===== config.mk =====
export PLATFORM = sky130hd
export DESIGN_NAME = counter_monitor
export DESIGN_NICKNAME = d
export VERILOG_FILES = /design/src/rtl/counter_monitor.sv
export SDC_FILE = /design/constraint.sdc
export NUM_CORES = 1
export LEC_CHECK = 0
export ABC_AREA = 1
export BUFFER_PORTS_ARGS = -buffer_cell sky130_fd_sc_hd__buf_4
export CAP_MARGIN = 20
export CORE_ASPECT_RATIO = 1.1
export CORE_MARGIN = 5
export CORE_UTILIZATION = 50
export CTS_CLUSTER_DIAMETER = 200
export DETAILED_ROUTE_END_ITERATION = 10
export PLACE_DENSITY = 0.73
export SYNTH_ARGS = -nofsm -noshare
export SYNTH_HDL_FRONTEND = slang
export SYNTH_SLANG_ARGS = --single-unit

===== constraint.sdc =====
create_clock -name clk -period 3 [get_ports clk]
set_clock_uncertainty 0.15 [all_clocks]
set_input_delay 0.15 -clock clk [delete_from_list [all_inputs] [get_ports clk]]
set_output_delay 0.15 -clock clk [all_outputs]
set_load 0.02 [all_outputs]

===== src/rtl/counter_monitor.sv =====
// counter_monitor: shadow model of the 8-bit up/down counter. Predicts the
// counter value each cycle, compares it against the observed bus, and keeps
// saturating check/error counts plus a capture of the first mismatch.
module counter_monitor #(
  parameter int WIDTH       = 8,
  parameter int ERR_W       = 16,
  parameter bit STOP_ON_ERR = 1'b0
) (
  input  logic             clk,
  input  logic             reset,
  input  logic             dut_reset,
  input  logic             enable,
  input  logic             up_down,
  input  logic [WIDTH-1:0] cnt_in,
  input  logic             start,
  input  logic             clear,
  output logic [WIDTH-1:0] expected,
  output logic             mismatch,
  output logic [ERR_W-1:0] err_count,
  output logic [ERR_W-1:0] chk_count,
  output logic [WIDTH-1:0] first_exp,
  output logic [WIDTH-1:0] first_got,
  output logic             active,
  output logic             pass
);

  typedef enum logic [1:0] {IDLE = 2'd0, CHECK = 2'd1, HALT = 2'd2} state_t;

  state_t           state, state_nxt;
  logic [WIDTH-1:0] exp_q;
  logic [WIDTH-1:0] pred_base;
  logic [WIDTH-1:0] pred;
  logic             miscmp;
  logic             err_sat;
  logic             chk_sat;

  // Prediction: seeded from the observed bus when arming, otherwise
  // free-running from our own estimate (never resyncs to cnt_in).
  always_comb begin
    pred_base = (state == IDLE) ? cnt_in : exp_q;
    if (dut_reset)
      pred = '0;
    else if (enable)
      pred = up_down ? pred_base + WIDTH'(1) : pred_base - WIDTH'(1);
    else
      pred = pred_base;
  end

  assign miscmp  = (state == CHECK) && (cnt_in != exp_q);
  assign err_sat = &err_count;
  assign chk_sat = &chk_count;

  // State register
  always_ff @(posedge clk or negedge reset) begin
    if (!reset) state <= IDLE;
    else        state <= state_nxt;
  end

  // Next-state logic; clear overrides everything else
  always_comb begin
    state_nxt = state;
    if (clear)
      state_nxt = IDLE;
    else begin
      case (state)
        IDLE:    if (start) state_nxt = CHECK;
        CHECK:   if (STOP_ON_ERR && miscmp) state_nxt = HALT;
        HALT:    state_nxt = HALT;
        default: state_nxt = IDLE;
      endcase
    end
  end

  // Datapath: prediction, statistics and first-mismatch capture
  always_ff @(posedge clk or negedge reset) begin
    if (!reset) begin
      exp_q     <= '0;
      mismatch  <= 1'b0;
      err_count <= '0;
      chk_count <= '0;
      first_exp <= '0;
      first_got <= '0;
    end else if (clear) begin
      exp_q     <= '0;
      mismatch  <= 1'b0;
      err_count <= '0;
      chk_count <= '0;
      first_exp <= '0;
      first_got <= '0;
    end else begin
      mismatch <= miscmp;
      case (state)
        IDLE: if (start) exp_q <= pred;
        CHECK: begin
          exp_q <= pred;
          if (!chk_sat) chk_count <= chk_count + ERR_W'(1);
          if (miscmp) begin
            if (!err_sat) err_count <= err_count + ERR_W'(1);
            if (err_count == '0) begin
              first_exp <= exp_q;
              first_got <= cnt_in;
            end
          end
        end
        default: ;
      endcase
    end
  end

  // Status outputs
  always_comb begin
    active = (state == CHECK);
    pass   = ((state == CHECK) || (state == HALT)) &&
             (chk_count != '0) && (err_count == '0);
  end

  assign expected = exp_q;

endmodule


### Word-level counts from Yosys, hierarchy flattened

Cells that the tools add are included.
Widths: inputs -> output; s select.

| word-level totals | value |
|---|---|
| register bits after elaboration | 59 |
| output and inout bits | 59 |
| logic and storage cells | 62 |

| cells by class | value |
|---|---|
| add/subtract/negate cells | 4 |
| equality and inequality tests | 7 |
| muxes and demuxes | 26 |
| reductions and logical operators | 18 |

Operators with widths:

| operator | count |
|---|---|
| $mux 16 | 7 |
| $mux 8 | 14 |
| $add 16x1->16 const B | 2 |
| $reduce_and 16->1 | 2 |
| $logic_not 16->1 | 1 |
| $pmux 8 s2 | 1 |
| $reduce_bool 16->1 | 1 |
| $add 8x1->8 const B | 1 |
| $ne 8x8->1 | 1 |
| $sub 8x1->8 const B | 1 |
| $ne 2x2->1 const B | 3 |
| $pmux 2 s3 | 1 |
| $reduce_and 2->1 | 3 |
| $reduce_and 3->1 | 2 |
| $reduce_bool 2->1 | 3 |
| $mux 2 | 2 |
| $logic_and 1x1->1 | 3 |
| $ne 3x3->1 const B | 1 |
| $reduce_bool 3->1 | 1 |
| $eq 2x1->1 const B | 1 |
| $eq 2x2->1 const B | 1 |
| $logic_not 2->1 | 1 |
| $logic_or 1x1->1 | 1 |
| $mux 1 | 1 |

### Longest topological paths before layout

Gate-level depths: netlist of the first run.

| logic depth | value |
|---|---|
| word-level depth | 9 |
| gate-level depth with buffers | 16 |
| mapped depth without buffers | 15 |

### Worst setup path after synthesis of the first run

No wires, ideal clock.

| timing | value |
|---|---|
| kind | register to register |
| from | reg state[0] |
| to | reg exp_q[2] (netlist: expected[2]) |
| setup time | 0.134 ns |
| arrival | 2.144 ns |
| data required time | 2.716 ns |
| path slack | 0.572 ns |
| cell stages (with the launch flop) | 9 |
| clock period less this slack | 2.428 ns |
| path through | dfrtp_1 > inv_1 > ha_1 > clkbuf_1 > o21ai_0 > fa_1 > or2_2 > a22oi_1 > o22ai_1 |

| between the ends | value |
|---|---|
| longest elaborated chain between the ends | 9 |
| elaborated cells on any way between the ends | 14 |

Ends and longest elaborated chain:

| element | line | source |
|---|---|---|
| start, declared | 29 | `state_t state, state_nxt;` |
| start signal, assigned | 56 | `else state <= state_nxt;` |
| $logic_not 2->1 | 40, 92 |  |
| $mux 8 | 40 | `pred_base = (state == IDLE) ? cnt_in : exp_q;` |
| $sub 8x1->8 or $add 8x1->8 (tied branches) | 44 | `pred = up_down ? pred_base + WIDTH'(1) : pred_base - WIDTH'(1);` |
| $mux 8 | 44 |  |
| $mux 8 | 43 | `else if (enable)` |
| $mux 8 | 41 | `if (dut_reset)` |
| $mux 8 | 93 | `IDLE: if (start) exp_q <= pred;` |
| $pmux 8 s2 | 92 | `case (state)` |
| $mux 8 | 83 | `end else if (clear) begin` |
| end signal, assigned | 93 |  |
| end signal, assigned | 95 | `exp_q <= pred;` |
| end, declared | 30 | `logic [WIDTH-1:0] exp_q;` |

Several ways; a longest one is shown, not always the timed one. The select of a mux whose other input is x is not followed.
A chain may end at the register's enable or synchronous reset.

### Final worst setup path of the first run

Same ends and word-level chain as after synthesis.

==> results.md, run 1 <==
- Launch point of the worst reg-to-reg path: state[0]$_DFFE_PN0P_
- Dominant cell type by area after synthesis: dfrtp_1
- Synthesis-to-finish area growth: 21.18%
- Detailed-route vias per instance: 5.197
- Synthesized area per cell: 6.722 um^2
- DRC violation total after the first TritonRoute iteration: 203
- Via count of the first global-routing pass: 4020
- Clk slew on worst S/H paths: 0.07 ns
- End point of the critical path: expected[2]$_DFFE_PN0P_
- Dpl cells: 776
- Worst Hold Class: in2reg
- CP endpoint kind: flip-flop
- Internal reg-to-reg setup slack: 0.34 ns
- Total count of max-transition violations in the final report: 0
- Number of maximum-capacitance violations: 0
- Data arrival time of the worst path: 2.73 ns
- Post-layout minimum cycle time: 2.664 ns
- Share of the clock period used by the worst path after layout: 88.81%
- DR pass1 iterations: 5
- # clock sinks: 59
- Outcome: finished clean
- Largest cells by area after synthesis: dfrtp_1 36%, nand2_1 19%, nor2_1 8.3%
- First-pass GRT wire length: 18.59 mm
- DPL Wire Length: 7.884 mm
- Final setup violating endpoints: 0
- Critical path startpoint: state[0]$_DFFE_PN0P_
- Worst EP required: 3.06 ns
- Worst setup SP type: flip-flop
- Fill cell instance count of the final layout: 748
- Number of antenna violations at the first check in global routing: 0
- Number of register bits inferred by synthesis: 59
- Power per unit of standard cell area: 602.6 nW/um^2
- Worst-case clock buffer depth: 2
- Flip-flop cell with the highest count after synthesis: dfrtp_1
- Slowest stage cell, crit path: ha_1
- Ant diodes: 0
- Std-Cell Core Area: 7955 um^2
- Worst Reg2Reg Path Length in Cells: 9
- Total vias in the final route: 4137
- Number of flops mapped to enable cells by yosys: 0
- Peak per-stage delay on the critical path: 0.46 ns
- Area of the die: 10110 um^2
- Capture instance of the worst register-to-register path: expected[2]$_DFFE_PN0P_
- LEAKAGE: 2.542 nW
- Count of unresolved DRC violations after routing: 0
- Syn Nets: 639
- Startpoint of the worst hold path: cnt_in[4]
- Unique cell type count in the Yosys netlist: 40
- Clock Latency Late Sink: 0.34 ns
- RePlAce Congestion: 0.9706
- Maximum ir drop on the vdd rail: 0.4249 mV
- Horizontal extent of the die: 96.34 um
- Total negative setup slack: 0 ns
- Share of cells above drive strength 1: 16.28%
- Pre-CTS WS: 0.3829 ns
- Cell count after synthesis: 610
- Highest net fanout along the worst path: 15
- Total GRT Usage: 22.74%
- Number of placed I/O pins: 74
- Final std cells w/o fill: 796
- Post-route antenna net violation count: 0
- Proportion of synthesized flip-flops having asynchronous set or reset: 100.0%
- Inserted Clock Buffers: 9
- Total number of placement rows: 34
- PostCTS Resize Cnt: 0
- Area of the mapped netlist: 4100 um^2
- Starting utilization of the core area: 51.54%
- Port Buf Inserts: 73
- Die Y-Extent: 105.0 um
- Grt ovf: 0
- Largest net degree at the start of global routing: 60
- CTS tree: built
- Cells traversed along the worst timing path: inv_1 -> ha_1 -> inv_1 -> nand2_1 -> nand2_1 -> fa_1 -> or2_2 -> a22oi_1 -> o22ai_1
- Maximum achievable frequency: 375.3 MHz
- Type of the worst setup path: reg2reg
- Pin slew with the least headroom to its limit: 0.7652 ns
- Total wire length after detailed routing: 10.95 mm
- Setup repair after global routing missed its margin: false
- Net total in the final layout: 712
- Sequential area share after synthesis: 36.01%
- Routed wirelength normalized by instance count: 13.76 um
- Portion of synthesized cell area occupied by the leading cell type: 36.01%
- H-tree levels: 3
- Hold Violations, Final: 0
- Final critical-path setup slack: 0.3356 ns
- Count of warnings emitted by yosys: 0
- Headroom to the max-slew limit: 48.99%
- Root buf cell: clkbuf_8
==> what timing repair did <==
| action | in CTS | in global routing |
|---|---|---|
| endpoints found under the hold margin | 62 | 0 |
| hold buffers | 4 | 0 |
| buffers inserted | 0 | 0 |
==> power breakdown <==
group          internal (W)  total [W]  switching, W
Clock              0.000490   0.000844      0.000354
Combinational      0.000406    0.00114      0.000733
Sequential         0.000896    0.00101      0.000115
==> cell usage in the layout, fill, tap and decap left out, types with 3 or more instances in the layout <==
| cell type | count |
|---|---|
| o21ai_0 | 14 |
| o21ai_2 | 6 |
| nand2_1 | 208 |
| nand4_1 | 11 |
| a21oi_1 | 6 |
| nand3_1 | 61 |
| dlygate4sd3_1 | 4 |
| dfrtp_1 | 59 |
| buf_4 | 75 |
| xor2_1 | 11 |
| o22ai_1 | 3 |
| nor2_1 | 91 |
| nor3_1 | 10 |
| inv_2 | 3 |
| xnor2_1 | 7 |
| inv_1 | 61 |
| ha_1 | 13 |
| nor2_4 | 3 |
| clkbuf_8 | 10 |
==> how the worst min path moves through the flow <==
stage,endpoint,depth (start not counted)
floorplan,chk_count[0]$_DFFE_PN0P_,0
global placement,first_exp[4]$_DFFE_PN0P_,1
detailed placement,first_exp[4]$_DFFE_PN0P_,1
CTS,expected[4]$_DFFE_PN0P_,4
global route,expected[4]$_DFFE_PN0P_,4
finish,first_got[4]$_DFFE_PN0P_,5
==> logic make-up after synthesis <==
family | synth area share, %
AO/OA/AOI/OAI | 6.348
XOR/XNOR | 3.845
adder cells (fa/ha/maj) | 4.455
buffers and inverters | 8.208
flip-flops | 36.01
multiplexers | 0.2441
AND/OR/NAND/NOR | 40.89
==> state kept, by name, summed over array words and instances (netlist names) <==
| register | count |
|---|---|
| state | 2 |
| mismatch | 1 |
| chk_count | 16 |
| expected | 8 |
| first_got | 8 |
| first_exp | 8 |
| err_count | 16 |
==> per-layer routing <==
metal / global-route usage [%] / part of all wire, % / up-vias
met3: 3.163 / 5.5 / 11
met4: 8.116 / 1.3 / 0
met2: 37.05 / 49 / 111
met5: 0 / 0 / -
met1: 30.51 / 45 / 1935
li1: - / - / 2080
==> worst max-delay path, delay by kind of cell, from the launching register on <==
family	cells	cell delay (ns)
compound gates	2	0.27
fa+ha+maj	2	0.90
buf+inv	2	0.31
flops	1	0.39
simple gates	3	0.53
==> synthesized netlist by cell type (all sizes together), types with 2 or more instances <==
| master | instances |
|---|---|
| dfrtp | 59 |
| ha | 13 |
| o21bai | 2 |
| o21ai | 23 |
| xnor2 | 7 |
| buf | 8 |
| nor3 | 10 |
| clkbuf | 9 |
| nand3 | 63 |
| nor3b | 2 |
| a21oi | 7 |
| nor2 | 94 |
| nand2 | 211 |
| xor2 | 11 |
| nand4 | 11 |
| nor4 | 2 |
| o22ai | 3 |
| or2 | 2 |
| inv | 64 |
==> layout make-up <==
cell class / instances / area (um^2) / area share, %
Multi-Input combinational cell: 470 / 2287 / 46.03
Inverter: 64 / 240.2 / 4.835
Timing Repair Buffer: 79 / 603.1 / 12.14
Clock buffer: 10 / 137.6 / 2.770
Clock inverter: 6 / 88.84 / 1.788
Sequential cell: 59 / 1476 / 29.72
Tap cell: 108 / 135.1 / 2.720
==> metrics by stage <==
step / total power (W) / util [%] / hold WS, ns / area (um^2)
final: 0.002994 / 62.46 / 0.02258 / 4969
after global routing: 0.003188 / 62.46 / 0.03914 / 4969
after global placement: 0.002128 / 59.11 / 0.1237 / 4702
after floorplan: 0.001787 / - / -0.2956 / 4100
after CTS: 0.003011 / 62.46 / 0.009490 / 4969
after detailed placement: 0.002158 / 59.11 / 0.1261 / 4702
No activity file was read; power rests on OpenSTA's default activity.
==> run 2, diff against run 1 <==
Settings changed: BUFFER_PORTS_ARGS -buffer_cell sky130_fd_sc_hd__buf_4 to unset, DONT_BUFFER_PORTS set to 1, PLACE_DENSITY 0.73 to unset, RECOVER_POWER set to 50.
==> run 2 against run 1 <==
The flow now finishes with violations (capacitance limit, slew limit). Non-clock buffer count is 58 lower. Critical path depth stayed put. Final area is 8.4% lower. Worst hold slack worse by 0.019 ns. Cell count is 7.3% lower. Sequential cell count stayed put. Sequential share of layout area is 2.7 points higher. Die area stayed put. Count of clock-buffer cells in the layout is 1 lower. Setup slack better by 0.095 ns.
==> results.md, run 2 (same netlist as run 1, synthesis figures left out) <==
- Violated checks: capacitance limit, slew limit
- Root buf cell: clkbuf_8
- Starting utilization of the core area: 51.54%
- Most frequent standard cell in the layout excluding fill and tap cells: nand2_1
- Final setup violating endpoints: 0
- Number of placed I/O pins: 74
- Maximum ir drop on the vdd rail: 0.3154 mV
- Total vias in the final route: 3802
- Synthesis-to-finish area growth: 10.96%
- Launch point of the worst reg-to-reg path: state[0]$_DFFE_PN0P_
- RePlAce Congestion: 0.9160
- Routed wirelength normalized by instance count: 14.93 um
- Count of unresolved DRC violations after routing: 0
- Type of the worst setup path: reg2reg
- Worst Reg2Reg Path Length in Cells: 9
- Pin slew with the least headroom to its limit: 1.517 ns
- Largest regs: chk_count x16, err_count x16
- Inserted Clock Buffers: 9
- Number of maximum-capacitance violations: 1
- Headroom to the max-slew limit: -1.148%
- H-tree levels: 3
- LEAKAGE: 2.222 nW
- DR pass1 iterations: 4
- Placed instance area: 4192 um^2
- Data arrival time of the worst path: 2.62 ns
- Highest net fanout along the worst path: 15
- Clk slew on worst S/H paths: 0.07 ns
- Total negative setup slack: 0 ns
- Number of antenna violations at the first check in global routing: 0
- Grt ovf: 0
- Die Y-Extent: 105.0 um
- Min-Delay Path Depth: 4
- Horizontal extent of the die: 96.34 um
- Via count of the first global-routing pass: 3668
- Hold Violations, Final: 0
- Share of cells above drive strength 1: 7.143%
- Total wire length after detailed routing: 11.02 mm
- First-pass GRT wire length: 18.29 mm
- Std-Cell Core Area: 7955 um^2
- Total count of max-transition violations in the final report: 60
- DPL Wire Length: 7.658 mm
- Post-route antenna net violation count: 0
- Detailed-route vias per instance: 5.152
- Final std cell area, no fill: 4549 um^2
- CP endpoint kind: flip-flop
- Net total in the final layout: 654
- CTS tree: built
- Fill cell instance count of the final layout: 781
- Worst EP required: 3.06 ns
- Largest net degree at the start of global routing: 60
- Critical path startpoint: state[0]$_DFFE_PN0P_
- Share of the clock period used by the worst path after layout: 85.63%
- Port Buf Inserts: 0
- Total number of placement rows: 34
- Area of the die: 10110 um^2
- Peak per-stage delay on the critical path: 0.43 ns
- # clock sinks: 59
- Cells traversed along the worst timing path: inv_1 -> ha_1 -> inv_1 -> nand2_1 -> nand2_1 -> fa_1 -> or2_2 -> a22oi_1 -> o22ai_1
- Outcome: complete, but fails checks
- Clock Latency Late Sink: 0.34 ns
- Maximum achievable frequency: 389.3 MHz
- Post-layout minimum cycle time: 2.569 ns
- Startpoint of the worst hold path: cnt_in[7]
- Ant diodes: 0
- Total GRT Usage: 22.72%
- PostCTS Resize Cnt: 0
- Slowest stage cell, crit path: ha_1
- Commonest cells after routing, fill and taps aside: 208 x nand2_1, 91 x nor2_1, 61 x inv_1, 61 x nand3_1, 59 x dfrtp_1
- Worst-case clock buffer depth: 2
- Worst Hold Class: in2reg
- DRC violation total after the first TritonRoute iteration: 143
- Setup repair after global routing missed its margin: false
- Worst setup SP type: flip-flop
- Power per unit of standard cell area: 622.7 nW/um^2
run 2: cell count changes in the layout (fill, tap and decap cells not counted), sizes merged:
cell	before	now
clkinvlp	2	3
clkbuf	10	11
dlygate4sd3	4	12
buf	75	7
run 2: layer usage:
layer  up-vias  routed length [um]  global-route usage (%)
met5         -                   0                       0
met4         0                 166                   7.816
met3        12                 709                   5.464
met2        95                5345                   36.61
met1      1737                4794                   29.53
li1       1958                   -                       -
run 2: area by class of cell:
cell class	count	area (um^2)	area share [%]
clock buffer	9	123.9	2.723
multi-input combinational	470	2287	50.27
inverter	64	240.2	5.281
sequential	59	1476	32.45
timing repair buffer	21	193.9	4.263
tap	108	135.1	2.970
clock inverter	7	92.59	2.035
run 2: worst max-delay path, delay by kind of cell (launching register included):
family / cells / cell delay [ns]
buffers and inverters: 2 / 0.28
AOI/OAI and AO/OA: 2 / 0.26
and+or+nand+nor: 3 / 0.50
DFF: 1 / 0.38
adders and majority gates: 2 / 0.86
run 2: final timing paths:
check                                           end  slack (ns)
setup / recovery            expected[2]$_DFFE_PN0P_        0.43
setup reg to reg            expected[2]$_DFFE_PN0P_        0.43
min in group asynchronous  chk_count[9]$_DFFE_PN0P_        0.62
max in group asynchronous   expected[3]$_DFFE_PN0P_        1.15
hold / removal              expected[7]$_DFFE_PN0P_       0.003
hold reg to reg                state[0]$_DFFE_PN0P_        0.46
run 2: repair_timing:
item	4_1_cts	5_1_grt
endpoints found under the hold margin	107	0
buffers inserted	0	0
hold buffers	14	0
run 2: power breakdown:
part | total [W] | internal (W) | switching (W)
Sequential | 0.00112 | 0.000894 | 0.000224
Combinational | 0.000900 | 0.000299 | 0.000601
Clock | 0.000815 | 0.000464 | 0.000351
Total | 0.00283 | 0.00166 | 0.00118
run 2: metrics by stage:
step	setup slack [ns]	util (%)	cells	power (W)	hold WS [ns]
after floorplan	0.5723	-	610	0.001787	-0.2956
after global placement	0.4986	52.69	708	0.001978	-0.2942
after detailed placement	0.4424	52.69	708	0.001991	-0.2940
after CTS	0.4283	57.52	738	0.002859	0.001559
after global routing	0.2670	57.19	738	0.003026	0.03543
final	0.4310	57.19	738	0.002833	0.003132
==> run 3, diff against run 2 <==
Settings changed: ABC_AREA 1 to unset.
==> run 3 against run 2 <==
Via count decreased by 29%. Count of clock-buffer cells in the layout grew 2. Highest routed layer unchanged. The flow now finishes without violations. Sequential power down 20%. Critical path type unchanged. Critical path depth is 1 higher.
==> results.md, run 3 <==
- CTS tree: built
- Fill cell instance count of the final layout: 604
- Commonest cells in the synthesized netlist: 59 x dfrtp_1, 56 x nor2_1, 30 x xnor2_1
- Power per unit of standard cell area: 488.5 nW/um^2
- Area of the die: 8819 um^2
- DR pass1 iterations: 4
- Unique cell type count in the Yosys netlist: 58
- Area of the mapped netlist: 3520 um^2
- Outcome: finished clean
- Port Buf Inserts: 0
- Portion of synthesized cell area occupied by the leading cell type: 41.95%
- Switching power as a share of total power: 29.31%
- Clock Latency Late Sink: 0.33 ns
- Capture instance of the worst register-to-register path: expected[6]$_DFFE_PN0P_
- Worst Reg2Reg Path Length in Cells: 10
- Min-Delay Path Depth: 4
- Placed instance area: 3596 um^2
- Hold Violations, Final: 0
- Largest regs: chk_count x16, err_count x16
- Worst EP required: 3.07 ns
- Detailed-route vias per instance: 5.768
- LEAKAGE: 1.833 nW
- Proportion of synthesized flip-flops having asynchronous set or reset: 100.0%
- Number of setup buffers added after CTS: 0
- Final std cell area, no fill: 3991 um^2
- Flip-flop cell with the highest count after synthesis: dfrtp_1
- Share of the clock period used by the worst path after layout: 93.21%
- Clk slew on worst S/H paths: 0.07 ns
- Sequential area share after synthesis: 41.95%
- Net Switching: 0.0005714 W
- Inserted Clock Buffers: 9
- Post-route antenna net violation count: 0
- Most instantiated library cell after synthesis: dfrtp_1
- Worst Hold Class: in2reg
- Syn Nets: 388
- Count of warnings emitted by yosys: 0
- First-pass GRT wire length: 13.95 mm
- Sequential fraction of design power: 45.7%
- Maximum achievable frequency: 357.6 MHz
- DPL Wire Length: 5.713 mm
- Most Crowded Layer GR: met2
- GR Util met2: 32.77%
- Grt ovf: 0
- Most frequent standard cell in the layout excluding fill and tap cells: dfrtp_1
- Die Y-Extent: 98.00 um
- Pint: 0.001378 W
- Internal reg-to-reg setup slack: 0.20 ns
- Horizontal extent of the die: 90.00 um
- Routing usage on met3: 6.626%
- Std-Cell Core Area: 6927 um^2
- Highest net fanout along the worst path: 9
- Number of antenna violations at the first check in global routing: 0
- Largest cells by area after synthesis: dfrtp_1 42%, xnor2_1 7.5%, nor2_1 6.0%
- Starting utilization of the core area: 50.81%
- GR Layer Usage met1: 23.60%
- Launch point of the worst reg-to-reg path: state[0]$_DFFE_PN0P_
- Number of maximum-capacitance violations: 0
- Share of cells above drive strength 1: 12.76%
- Total wire length after detailed routing: 8.174 mm
- H-tree levels: 3
- Total vias in the final route: 2705
- Largest net degree at the start of global routing: 60
- Maximum ir drop on the vdd rail: 0.3297 mV
- Portion of total power attributed to the clock network: 36.8%
- Total GRT Usage: 19.44%
- DRC violation total after the first TritonRoute iteration: 69
- Data arrival time of the worst path: 2.86 ns
- Synthesized area per cell: 9.804 um^2
- Via count of the first global-routing pass: 2703
- Ant diodes: 0
- Total negative setup slack: 0 ns
- Commonest cells after routing, fill and taps aside: 59 x dfrtp_1, 56 x nor2_1, 30 x xnor2_1
- Headroom to the max-slew limit: 4.713%
- Routed wirelength normalized by instance count: 17.43 um
- Net total in the final layout: 408
- Number of flops mapped to enable cells by yosys: 0
- Setup repair after global routing missed its margin: false
- Root buf cell: clkbuf_8
- Combinational cell fraction of total power: 17.5%
- Hold endpoint: expected[6]$_DFFE_PN0P_
- Total count of max-transition violations in the final report: 0
- Dominant cell type by area after synthesis: dfrtp_1
- Final setup violating endpoints: 0
- Synthesis-to-finish area growth: 13.40%
- Pin slew with the least headroom to its limit: 1.429 ns
- Count of unresolved DRC violations after routing: 0
- Number of register bits inferred by synthesis: 59
- Worst-case clock buffer depth: 2
- Post-layout minimum cycle time: 2.796 ns
- Total number of placement rows: 32
- Cell count after synthesis: 359
- Number of placed I/O pins: 74
- # clock sinks: 59
- CP endpoint kind: flip-flop
- Type of the worst setup path: reg2reg
- RePlAce Congestion: 0.8690
- Worst setup SP type: flip-flop
- Startpoint of the worst hold path: dut_reset
-- run 3: cell types whose count changed after synthesis, moves of 5 or more --
cell / before / now
o21ai_0: 14 / 6
a21oi_1: 6 / 11
nand2_1: 208 / 24
mux2i_1: 1 / 20
nand3_1: 61 / 10
mux2_2: 0 / 7
xnor2_1: 7 / 30
inv_1: 61 / 14
nor2_1: 91 / 56
-- run 3: final cells by class --
type	instances	area [um^2]	area share (%)
clock buffers	11	141.4	3.542
clock inverters	5	52.55	1.317
inverters	14	52.55	1.317
multi-input cells	271	1927	48.28
flip-flops and latches	59	1476	36.99
well taps	85	106.4	2.665
repair buffers	24	235.2	5.893
-- run 3: metrics by stage --
stage | power [W] | hold WS [ns] | std cells | setup slack, ns | util [%]
2_1_floorplan | 0.001141 | -0.2956 | 359 | 0.2793 | -
3_3_place_gp | 0.001187 | -0.2941 | 435 | 0.02693 | 51.70
3_5_place_dp | 0.001193 | -0.2937 | 436 | 0.006011 | 51.91
4_1_cts | 0.001977 | 0.001411 | 469 | 0.05607 | 57.60
5_1_grt | 0.002058 | 0.01837 | 469 | 0.002198 | 57.62
6_report | 0.001950 | 0.02068 | 469 | 0.2036 | 57.62
-- run 3: per-layer routing --
metal  wire [um]  up-vias  part of all wire [%]
met5           0        -                     0
met4          96        0                   1.2
met3         465       10                   5.7
met2        4186       61                    51
met1        3425     1330                    42
li1            -     1304                     -
-- run 3: worst max-delay path by stage --
stage / start / to / cells after the start
after floorplan: state[0]$_DFFE_PN0P_ / expected[7]$_DFFE_PN0P_ / 10
after global placement: state[0]$_DFFE_PN0P_ / expected[7]$_DFFE_PN0P_ / 10
after detailed placement: state[1]$_DFFE_PN0P_ / expected[7]$_DFFE_PN0P_ / 10
after CTS: err_count[0]$_DFFE_PN0P_ / first_exp[3]$_DFFE_PN0P_ / 9
after global routing: state[0]$_DFFE_PN0P_ / expected[6]$_DFFE_PN0P_ / 10
final: state[0]$_DFFE_PN0P_ / expected[6]$_DFFE_PN0P_ / 10
-- run 3: repair_timing --
| item | in CTS | in global routing |
|---|---|---|
| gates resized for setup | 1 | 4 |
| hold endpoints to repair | 118 | 0 |
| endpoints found under the setup margin | 1 | 4 |
| gates cloned | 0 | 0 |
| pin swaps | 0 | 1 |
| hold buffers | 17 | 0 |
-- run 3: cell families (layout without fill, tap and decap cells) --
logic type | Yosys count | after routing | synth area share, %
flops | 59 | 59 | 41.95
fa+ha+maj | 14 | 14 | 5.190
mux | 28 | 28 | 8.354
xor+xnor | 40 | 40 | 9.954
buf+inv | 29 | 54 | 4.052
simple gates | 146 | 146 | 21.61
compound gates | 43 | 43 | 8.888
-- run 3: power groups by stage --
stage	Sequential (W)	Combinational, W	Clock, W
2_1_floorplan	0.000895	0.000246	0
3_3_place_gp	0.000907	0.000280	0
3_5_place_dp	0.000907	0.000285	0
4_1_cts	0.000892	0.000341	0.000745
5_1_grt	0.000896	0.000378	0.000785
6_report	0.000891	0.000341	0.000717
-- run 3: worst max-delay path, cell delays in order, from the launching register on --
cell      delay, ns
dfrtp_1        0.39
inv_1          0.14
ha_4           0.22
mux2_2         0.38
fa_1           0.43
a21o_1         0.17
a21oi_1        0.22
nor2_1         0.08
a211oi_1       0.24
xor2_1         0.17
o21bai_1       0.08
